[src/rtl/tpg_pkg.sv]
`default_nettype none
// ============================================================================
// Module      : tpg_pkg
// Description : Shared definitions for the timing pulse generator: default
//               sizing parameters and the run-state encoding. The ARMED
//               state is only reachable when TPG_EXT_TRIG_EN is defined.
// Revision    : 1.0 - initial release
// ============================================================================
package tpg_pkg;

    localparam int TPG_N_CH_DEF   = 4;
    localparam int TPG_CNT_W_DEF  = 16;
    localparam int TPG_NCYC_W_DEF = 20;

    localparam int         ST_W     = 2;
    localparam logic [1:0] ST_IDLE  = 2'd0;
    localparam logic [1:0] ST_RUN   = 2'd1;
    localparam logic [1:0] ST_ARMED = 2'd2;

endpackage : tpg_pkg
`default_nettype wire

[src/rtl/tpg_channel.sv]
`default_nettype none
// ============================================================================
// Module      : tpg_channel
// Description : One pulse channel. Compares the shared in-cycle counter with
//               this channel's rise offset and rise+width end point and holds
//               the registered pulse output. The pulse is always cleared on
//               the wrap edge so it can never span two cycles.
// Revision    : 1.0 - initial release
// ============================================================================
module tpg_channel
    import tpg_pkg::*;
#(
    parameter int CNT_W = TPG_CNT_W_DEF
) (
    input  logic             clk_50M,
    input  logic             rst_n,
    input  logic             clr_i,      // start/stop edge: drop the pulse
    input  logic             run_i,      // counter is advancing this clock
    input  logic             wrap_i,     // counter == period this clock
    input  logic             en_i,
    input  logic [CNT_W-1:0] counter_i,
    input  logic [CNT_W-1:0] period_i,
    input  logic [CNT_W-1:0] rise_i,
    input  logic [CNT_W-1:0] width_i,
    output logic             pulse_o
);

    logic             pulse_q;
    logic             pulse_d;
    logic [CNT_W:0]   w_fall_at;
    logic             w_can_fire;
    logic             w_rise_hit;
    logic             w_fall_hit;

    // The end point is one bit wider so rise+width never aliases back into
    // the cycle; such a pulse is then ended by the wrap instead.
    assign w_fall_at  = {1'b0, rise_i} + {1'b0, width_i};
    assign w_can_fire = en_i && (width_i != '0) && (rise_i <= period_i);
    assign w_rise_hit = w_can_fire && (counter_i == rise_i);
    assign w_fall_hit = ({1'b0, counter_i} == w_fall_at);

    // Next pulse value: clear beats wrap beats rise beats fall.
    always_comb begin
        pulse_d = pulse_q;
        if (clr_i) begin
            pulse_d = 1'b0;
        end else if (run_i) begin
            if (wrap_i) begin
                pulse_d = 1'b0;
            end else if (w_rise_hit) begin
                pulse_d = 1'b1;
            end else if (w_fall_hit) begin
                pulse_d = 1'b0;
            end
        end
    end

    // Pulse output register.
    always_ff @(posedge clk_50M or negedge rst_n) begin
        if (!rst_n) begin
            pulse_q <= 1'b0;
        end else begin
            pulse_q <= pulse_d;
        end
    end

    assign pulse_o = pulse_q;

endmodule : tpg_channel
`default_nettype wire

[src/rtl/timing_pulse_gen.sv]
`default_nettype none
// ============================================================================
// Module      : timing_pulse_gen
// Description : Multi-channel periodic pulse generator. A start pulse latches
//               the configuration into shadow registers and runs max_cycle
//               cycles of period+1 clocks (max_cycle=0 runs forever); each
//               channel emits one pulse per cycle at its rise offset.
//               Optional feature macro: TPG_EXT_TRIG_EN adds ext_trig and
//               trig_mode; with trig_mode=1 each synchronised ext_trig rising
//               edge runs exactly one cycle from the ARMED state.
// Revision    : 1.0 - initial release
// ============================================================================
module timing_pulse_gen
    import tpg_pkg::*;
#(
    parameter int N_CH   = TPG_N_CH_DEF,
    parameter int CNT_W  = TPG_CNT_W_DEF,
    parameter int NCYC_W = TPG_NCYC_W_DEF
) (
    input  logic                  clk_50M,
    input  logic                  rst_n,
`ifdef TPG_EXT_TRIG_EN
    input  logic                  ext_trig,
    input  logic                  trig_mode,
`endif
    input  logic                  start,
    input  logic                  stop,
    input  logic [CNT_W-1:0]      period,
    input  logic [NCYC_W-1:0]     max_cycle,
    input  logic [N_CH-1:0]       ch_en,
    input  logic [N_CH*CNT_W-1:0] rise,
    input  logic [N_CH*CNT_W-1:0] width,
    output logic [N_CH-1:0]       pulse,
    output logic                  busy,
    output logic [NCYC_W-1:0]     cycle_num,
    output logic                  done
);

    localparam logic [CNT_W-1:0]  CNT_ONE  = {{(CNT_W-1){1'b0}}, 1'b1};
    localparam logic [NCYC_W-1:0] NCYC_ONE = {{(NCYC_W-1){1'b0}}, 1'b1};

    logic [ST_W-1:0]       state_q,     state_d;
    logic [CNT_W-1:0]      counter_q,   counter_d;
    logic [NCYC_W-1:0]     cycle_num_q, cycle_num_d;
    logic                  done_q,      done_d;

    // Shadow copies of the configuration, only loaded on start.
    logic [CNT_W-1:0]      period_q,    period_d;
    logic [NCYC_W-1:0]     max_cycle_q, max_cycle_d;
    logic [N_CH-1:0]       ch_en_q,     ch_en_d;
    logic [N_CH*CNT_W-1:0] rise_q,      rise_d;
    logic [N_CH*CNT_W-1:0] width_q,     width_d;

    logic                  w_run;
    logic                  w_wrap;
    logic                  w_last;
    logic                  w_clr;

`ifdef TPG_EXT_TRIG_EN
    logic                  trig_mode_q, trig_mode_d;
    logic                  trig_meta_q;
    logic                  trig_sync_q;
    logic                  trig_prev_q;
    logic                  w_trig_rise;

    assign w_trig_rise = trig_sync_q && !trig_prev_q;

    // Two-flop synchroniser plus one delay stage for rising-edge detection.
    always_ff @(posedge clk_50M or negedge rst_n) begin
        if (!rst_n) begin
            trig_meta_q <= 1'b0;
            trig_sync_q <= 1'b0;
            trig_prev_q <= 1'b0;
        end else begin
            trig_meta_q <= ext_trig;
            trig_sync_q <= trig_meta_q;
            trig_prev_q <= trig_sync_q;
        end
    end
`endif

    assign w_run  = (state_q == ST_RUN);
    assign w_wrap = w_run && (counter_q == period_q);
    assign w_last = (max_cycle_q != '0) && (cycle_num_q == (max_cycle_q - NCYC_ONE));

    // Run control: stop beats start, start (re)loads the shadows, otherwise
    // the counter advances and the wrap decides continue / re-arm / finish.
    always_comb begin
        state_d     = state_q;
        counter_d   = counter_q;
        cycle_num_d = cycle_num_q;
        done_d      = 1'b0;
        period_d    = period_q;
        max_cycle_d = max_cycle_q;
        ch_en_d     = ch_en_q;
        rise_d      = rise_q;
        width_d     = width_q;
        w_clr       = 1'b0;
`ifdef TPG_EXT_TRIG_EN
        trig_mode_d = trig_mode_q;
`endif
        if (stop) begin
            state_d     = ST_IDLE;
            counter_d   = '0;
            cycle_num_d = '0;
            w_clr       = 1'b1;
        end else if (start) begin
            period_d    = period;
            max_cycle_d = max_cycle;
            ch_en_d     = ch_en;
            rise_d      = rise;
            width_d     = width;
            counter_d   = '0;
            cycle_num_d = '0;
            w_clr       = 1'b1;
`ifdef TPG_EXT_TRIG_EN
            trig_mode_d = trig_mode;
            state_d     = trig_mode ? ST_ARMED : ST_RUN;
`else
            state_d     = ST_RUN;
`endif
        end else begin
            case (state_q)
                ST_IDLE: begin
                    state_d = ST_IDLE;
                end
                ST_RUN: begin
                    if (w_wrap) begin
                        counter_d = '0;
                        if (w_last) begin
                            state_d     = ST_IDLE;
                            cycle_num_d = '0;
                            done_d      = 1'b1;
                        end else begin
                            cycle_num_d = cycle_num_q + NCYC_ONE;
`ifdef TPG_EXT_TRIG_EN
                            if (trig_mode_q) begin
                                state_d = ST_ARMED;
                            end
`endif
                        end
                    end else begin
                        counter_d = counter_q + CNT_ONE;
                    end
                end
`ifdef TPG_EXT_TRIG_EN
                ST_ARMED: begin
                    if (w_trig_rise) begin
                        state_d = ST_RUN;
                    end
                end
`endif
                default: begin
                    state_d = ST_IDLE;
                end
            endcase
        end
    end

    // Control and shadow registers.
    always_ff @(posedge clk_50M or negedge rst_n) begin
        if (!rst_n) begin
            state_q     <= ST_IDLE;
            counter_q   <= '0;
            cycle_num_q <= '0;
            done_q      <= 1'b0;
            period_q    <= '0;
            max_cycle_q <= '0;
            ch_en_q     <= '0;
            rise_q      <= '0;
            width_q     <= '0;
`ifdef TPG_EXT_TRIG_EN
            trig_mode_q <= 1'b0;
`endif
        end else begin
            state_q     <= state_d;
            counter_q   <= counter_d;
            cycle_num_q <= cycle_num_d;
            done_q      <= done_d;
            period_q    <= period_d;
            max_cycle_q <= max_cycle_d;
            ch_en_q     <= ch_en_d;
            rise_q      <= rise_d;
            width_q     <= width_d;
`ifdef TPG_EXT_TRIG_EN
            trig_mode_q <= trig_mode_d;
`endif
        end
    end

    generate
        for (genvar gi = 0; gi < N_CH; gi++) begin : g_ch
            tpg_channel #(
                .CNT_W (CNT_W)
            ) u_channel (
                .clk_50M   (clk_50M),
                .rst_n     (rst_n),
                .clr_i     (w_clr),
                .run_i     (w_run),
                .wrap_i    (w_wrap),
                .en_i      (ch_en_q[gi]),
                .counter_i (counter_q),
                .period_i  (period_q),
                .rise_i    (rise_q[gi*CNT_W +: CNT_W]),
                .width_i   (width_q[gi*CNT_W +: CNT_W]),
                .pulse_o   (pulse[gi])
            );
        end
    endgenerate

    assign busy      = (state_q != ST_IDLE);
    assign cycle_num = cycle_num_q;
    assign done      = done_q;

endmodule : timing_pulse_gen
`default_nettype wire

[config.mk]
export PLATFORM = sky130hd
export DESIGN_NAME = timing_pulse_gen
export DESIGN_NICKNAME = d
export VERILOG_FILES = /design/src/rtl/tpg_pkg.sv /design/src/rtl/tpg_channel.sv /design/src/rtl/timing_pulse_gen.sv
export SDC_FILE = /design/constraint.sdc
export NUM_CORES = 1
export LEC_CHECK = 0
export CAP_MARGIN = 10
export CORE_ASPECT_RATIO = 1.25
export CORE_MARGIN = 3
export CORE_UTILIZATION = 57
export DETAILED_ROUTE_END_ITERATION = 10
export GPL_TIMING_DRIVEN = 0
export PLACE_DENSITY = 0.82
export SLEW_MARGIN = 40
export SYNTH_ARGS = -nofsm -noshare
export SYNTH_HDL_FRONTEND = slang
export SYNTH_SLANG_ARGS = --single-unit
export TNS_END_PERCENT = 50
[constraint.sdc]
create_clock -name clk_50M -period 3.75 [get_ports clk_50M]
set_input_delay 0.75 -clock clk_50M [delete_from_list [all_inputs] [get_ports clk_50M]]
set_output_delay 0.75 -clock clk_50M [all_outputs]
set_load 0.01 [all_outputs]
==> qor.txt, run 1 <==
Longest Clk Path Bufs: 3
router iterations before antenna repair: 6
critical path startpoint category: flip-flop
critical path, cell by cell: ha_1 -> inv_1 -> fa_1 -> xnor2_1 -> nor4_2 -> o21ai_0 -> or4b_1 -> nor4_1 -> nand4_1 -> or4_1 -> nor4_1 -> a21oi_1
Worst path top cell family by delay: simple AND/OR/NAND/NOR gates
unrepaired setup endpoints after global routing: no
Max Clock Skew: 0.0240 ns
top-area cell type share of the netlist area: 0.342
Main synth FF type: dfrtp_1
largest net degree at the start of global routing: 64
Crit path depth: 12
Die Wd: 153 um
Pleak: 0.00781 uW
area delta synth->final: 21.6%
initial core utilization: 0.584
Fill cells: 2002
post_cts resized: 0
Reg-to-Reg End: g_ch[0].u_channel.pulse_o
fin crit share: 0.974
Netlist Area Pre-Place: 0.0153 mm2
crit path capture: g_ch[0].u_channel.pulse_o
clk sinks: 210
WS Path Type: flip-flop to flip-flop
vias: 13.9k
reg2reg start: width_q[0]
CTS tree: done
Worst VDD drop: 0.393 mV
Root Driver: clkbuf_16
Buf/Inv on CP: 1
Max Slew Vio Count: 0
placed cells: 2130
grt ovf: 0
Cells after Synth: 1590
share of layout cells above drive strength 1: 0.121
Seq/Total Area, Yosys: 0.342
All-Layer GR Usage: 0.331
Tmin final: 3.65 ns
CP Data Arrival Time: 4.08 ns
Layout Utilization: 0.711
Min-Delay Path Class: input port to asynchronous set/reset pin
Ys Warns: 0
non-filler cells, final: 2174
vias in the first global route: 14.2k
clk slew on worst S/H paths: 0.07 ns
die extent in y: 189 um
Vias/cell: 6.40
pwr dens: 453 mW/mm2
Worst Max-Slew Pin Slew: 0.938 ns
Wirelength per Cell: 22.9 um
Port Buf Inserts: 197
post-synth top area cell: dfrtp_1
CP required: 4.17 ns
WL final: 49700 um
number of synthesized flops with an enable pin: 0
dpl hpwl: 37100 um
top post-synthesis cells by area: dfrtp_1 34%, ha_1 11%, mux2_2 10%, xnor2_1 7.7%, xor2_1 4.1%
antenna violation net count after detailed routing: 0
commonest non-fill, non-tap cell in the layout: dfrtp_1
Synth Net Count: 1897
slowest CP cell: or4b_1
H-tree depth: 1
Reg2Reg Setup Slack: 0.1 ns
crit path from: width_q[0]
antenna violations before repair: 0
setup TNS: 0 ns
diode count: 0
async set-reset flop share out of synthesis: 1.00
number of max-cap violations: 0
synthesized area per cell: 9.65 um2
#FFs+latches synth: 210
core area: 0.0263 mm2
die area: 0.0289 mm2
Nets: 2123
DRT iter0 DRCs: 1127
FP Rows: 66
slew margin rel.: 0.374
most frequent cells in the layout: 210 x dfrtp_1, 196 x clkdlybuf4s50_1, 141 x mux2_2
Final Hold Fails: 0
Setup-failing EPs final: 0
clock buffer count from CTS: 24
CP max stage delay: 0.53 ns
status: complete, no violations
first-pass GRT wire length: 76600 um
io pins: 198
FMAX: 274 MHz
most frequent CP cell: nor4_1
FF-to-FF path depth: 12
# DRC: 0
# hold bufs at CTS: 0
Unique masters post-synth: 61
clk_lat worst skew: 0.55 ns
Setup crit end kind: flip-flop
Post-CTS Setup Bufs: 0
GPL Wtd Cong: 0.976
CP Max Fanout: 3
## cell usage after synthesis (7+ instances only)
cell type,number
o21a_1,10
a211oi_1,16
or3_1,8
mux2i_1,7
nand3_1,38
nand4_1,54
inv_1,55
a21o_1,36
o31ai_1,17
a31oi_1,9
and2_1,12
nand2_1,80
xnor2_1,135
mux2_2,141
buf_1,13
a21oi_1,74
nor4_1,44
nor2b_1,25
o21bai_1,9
o21ai_0,111
and3_1,21
ha_1,131
xor2_1,71
nor2_1,66
nand2b_1,23
clkbuf_1,51
nor3_1,26
dfrtp_1,210
## cell type report
type | instances | area [um2] | share of cell area
inverter | 55 | 206 | 0.0111
tap | 340 | 425 | 0.0228
clock buffer | 29 | 661 | 0.0354
sequential | 210 | 5260 | 0.282
clock inverter | 15 | 150 | 0.00804
buffer | 74 | 325 | 0.0174
multi-input combinational | 1251 | 9580 | 0.513
timing repair buffer | 200 | 2060 | 0.110
## through the flow
stage	cell area [um2]	total power (uW)	hold WS (ns)	setup slack (ns)
5_1_grt	18700	8900	0.0969	0.0162
2_1_floorplan	15300	5030	0.454	0.708
3_3_place_gp	17700	5840	0.495	-6.90
4_1_cts	18700	8420	0.0829	0.122
3_5_place_dp	17800	5960	0.500	-0.0874
6_report	18700	8460	0.0765	0.0980
## flip-flops by register name, indices dropped and copies added (netlist names)
name / flops
ch_en_q: 4
counter_q: 16
cycle_num: 20
done: 1
g_ch.u_channel.pulse_o: 4
max_cycle_q: 20
period_q: 16
rise_q: 64
state_q: 1
width_q: 64
## how the worst min path moves through the flow
| stage | cells after the start | slack (ns) | endpoint |
|---|---|---|---|
| finish | 1 | 0.08 | max_cycle_q[17] |
| global route | 1 | 0.1 | max_cycle_q[17] |
| CTS | 1 | 0.08 | max_cycle_q[17] |
| detailed placement | 1 | 0.50 | ch_en_q[2] |
| global placement | 1 | 0.49 | ch_en_q[2] |
| floorplan | 0 | 0.45 | ch_en_q[0] |
## per-layer routing
metal	vias to the layer above	wire [um]	GRT usage
met5	-	0	0
met4	0	3170	0.191
met3	219	3990	0.0487
met2	746	24400	0.576
met1	6685	18100	0.391
li1	6259	-	-
## kinds of logic after synthesis
| group | count (synthesis) | synth area share |
|---|---|---|
| xor gates and xnor gates | 206 | 0.118 |
| buffers and inverters | 129 | 0.0336 |
| muxes | 148 | 0.108 |
| AOI/OAI and AO/OA | 335 | 0.136 |
| DFF | 210 | 0.342 |
| adders and majority gates | 135 | 0.112 |
| and+or+nand+nor | 427 | 0.150 |
## worst reg2reg max path, cell delays in order, from the launching register on
cell,delay (ns)
dfrtp_1,0.41
ha_1,0.23
inv_1,0.07
fa_1,0.44
xnor2_1,0.16
nor4_2,0.28
o21ai_0,0.13
or4b_1,0.53
nor4_1,0.32
nand4_1,0.13
or4_1,0.45
nor4_1,0.27
a21oi_1,0.12
## power breakdown
group          internal (uW)  leakage [uW]  switching [uW]
sequential              2530       0.00257             381
clock                   1400      0.000378            1030
combinational           1480       0.00486            1640
total                   5410       0.00781            3050
Note: power is estimated with default switching activity, not from simulation.
==> inputs of run 2 (changes only) <==
Settings changed: ABC_AREA set to 0, CTS_CLUSTER_DIAMETER set to 30.
==> run 2 against run 1 <==
Effect of this change: via count rose by 2.3%; routed wire length rose by 1.9%; clock-buffer cell count rose by 28; non-clock buffer count did not move; largest power group is now the clock network.
==> qor.txt, run 2 (synthesized netlist as in run 1, its figures left out) <==
vias: 14.2k
Int Pwr: 6970 uW
GPL Wtd Cong: 0.976
Top Registers: rise_q x64, width_q x64
antenna violations before repair: 0
All-Layer GR Usage: 0.341
Final Cell Area: 0.0195 mm2
Setup crit end kind: flip-flop
Setup-failing EPs final: 0
largest net degree at the start of global routing: 64
Switching Share: 0.331
Longest Clk Path Bufs: 3
first-pass GRT wire length: 78700 um
commonest non-fill, non-tap cell in the layout: dfrtp_1
grt ovf: 0
Die Wd: 153 um
met1 usage: 0.392
clk slew on worst S/H paths: 0.05 ns
FP Rows: 66
slew margin rel.: 0.406
Placement Cell Area: 0.0178 mm2
# hold bufs at CTS: 0
H-tree depth: 2
Max Slew Vio Count: 0
placed cells: 2130
setup TNS: 0 ns
vias in the first global route: 14.8k
fin crit share: 0.948
diode count: 0
register area: 0.00526 mm2
# DRC: 0
Post-CTS Setup Bufs: 0
core area: 0.0263 mm2
most frequent cells in the layout: 210 x dfrtp_1, 196 x clkdlybuf4s50_1, 141 x mux2_2
Reg power frac: 0.280
CP required: 4.17 ns
Pleak: 0.00826 uW
clk_lat worst skew: 0.55 ns
Max Clock Skew: 0.0195 ns
busiest grt layer: met2
unrepaired setup endpoints after global routing: no
status: complete, no violations
initial core utilization: 0.584
pwr dens: 533 mW/mm2
Final Hold Fails: 0
Fill cells: 1849
Worst VDD drop: 0.372 mV
non-filler cells, final: 2220
die extent in y: 189 um
WL final: 50700 um
Min-Delay Path Class: input port to asynchronous set/reset pin
NetSw: 3450 uW
Tmin final: 3.55 ns
die area: 0.0289 mm2
router iterations before antenna repair: 5
CP Max Fanout: 3
multi-input logic area: 0.00959 mm2
met3 GRT Util: 0.0615
DRT iter0 DRCs: 1330
Nets: 2147
clock share of power: 0.419
antenna violation net count after detailed routing: 0
clk sinks: 210
io pins: 198
Port Buf Inserts: 197
Wirelength per Cell: 22.8 um
clock buffer count from CTS: 48
critical path startpoint category: flip-flop
Root Driver: clkbuf_16
number of max-cap violations: 0
Worst Max-Slew Pin Slew: 0.891 ns
FMAX: 281 MHz
Vias/cell: 6.41
Comb power frac: 0.301
dpl hpwl: 37100 um
reg2reg start: width_q[0]
WS Path Type: flip-flop to flip-flop
crit path from: width_q[0]
met2 usage: 0.591
CP Data Arrival Time: 3.98 ns
share of layout cells above drive strength 1: 0.141
CTS tree: done
area delta synth->final: 27.4%
## run 2: cell types whose count changed in the layout (fill, tap and decap cells not counted)
| cell | delta |
|---|---|
| nor2_4 | +1 |
| clkbuf_1 | +2 |
| inv_6 | +4 |
| clkinv_4 | +4 |
| clkbuf_8 | +2 |
| clkinv_2 | +8 |
| bufinv_16 | +5 |
| clkinvlp_4 | -3 |
| clkbuf_16 | +24 |
| nor2_2 | -1 |
## run 2: path summary, 6_finish.rpt
| path | cells past startpoint | endpoint | slack [ns] |
|---|---|---|---|
| min | 1 | max_cycle_q[17] | 0.09 |
| max | 12 | g_ch[0].u_channel.pulse_o | 0.20 |
| max in group asynchronous | 3 | period_q[2] | 2.73 |
| min in group clk_50M | 1 | ch_en_q[2] | 0.53 |
| max reg2reg | 12 | g_ch[0].u_channel.pulse_o | 0.20 |
| min reg2reg | 1 | ch_en_q[2] | 0.53 |
## run 2: repair_timing
action / CTS / global route
resized for setup: 0 / 1
hold endpoints to repair: 0 / 0
setup endpoints to repair: 0 / 1
## run 2: power groups by stage
stage / Clock (uW) / Sequential [uW] / Combinational, uW
floorplan: 0 / 2780 / 2250
global placement: 0 / 2930 / 2910
detailed placement: 0 / 2930 / 3020
CTS: 4380 / 2910 / 3070
global route: 4500 / 2940 / 3440
finish: 4370 / 2920 / 3130
## run 2: layer usage
| layer | vias up | part of all wire |
|---|---|---|
| met2 | 825 | 0.49 |
| met1 | 6793 | 0.35 |
| met5 | - | 0 |
| li1 | 6329 | - |
| met4 | 0 | 0.072 |
| met3 | 276 | 0.089 |
## run 2: cell type report
type                    count  area share
multi-input cells        1251       0.491
flip-flops and latches    210       0.269
repair buffers            200       0.105
clock buffers              57      0.0663
well taps                 340      0.0218
clock inverters            33      0.0198
plain buffers              74      0.0166
inverters                  55      0.0106
## run 2: worst max-delay path, stage by stage, from the launching register on
cell     delay [ns]
dfrtp_1        0.40
ha_1           0.23
inv_1          0.07
fa_1           0.44
xnor2_1        0.16
nor4_2         0.25
o21ai_0        0.12
or4b_1         0.53
nor4_1         0.32
nand4_1        0.13
or4_1          0.46
nor4_1         0.23
a21oi_1        0.11
## run 2: per-stage QoR
| step | utilization | setup WS (ns) | total power [uW] | hold WS, ns |
|---|---|---|---|---|
| finish | 0.744 | 0.196 | 10400 | 0.0866 |
| global route | 0.744 | 0.0269 | 10900 | 0.106 |
| global placement | 0.676 | -6.90 | 5840 | 0.495 |
| floorplan | - | 0.708 | 5030 | 0.454 |
| detailed placement | 0.679 | -0.0874 | 5960 | 0.500 |
| CTS | 0.744 | 0.131 | 10400 | 0.0949 |
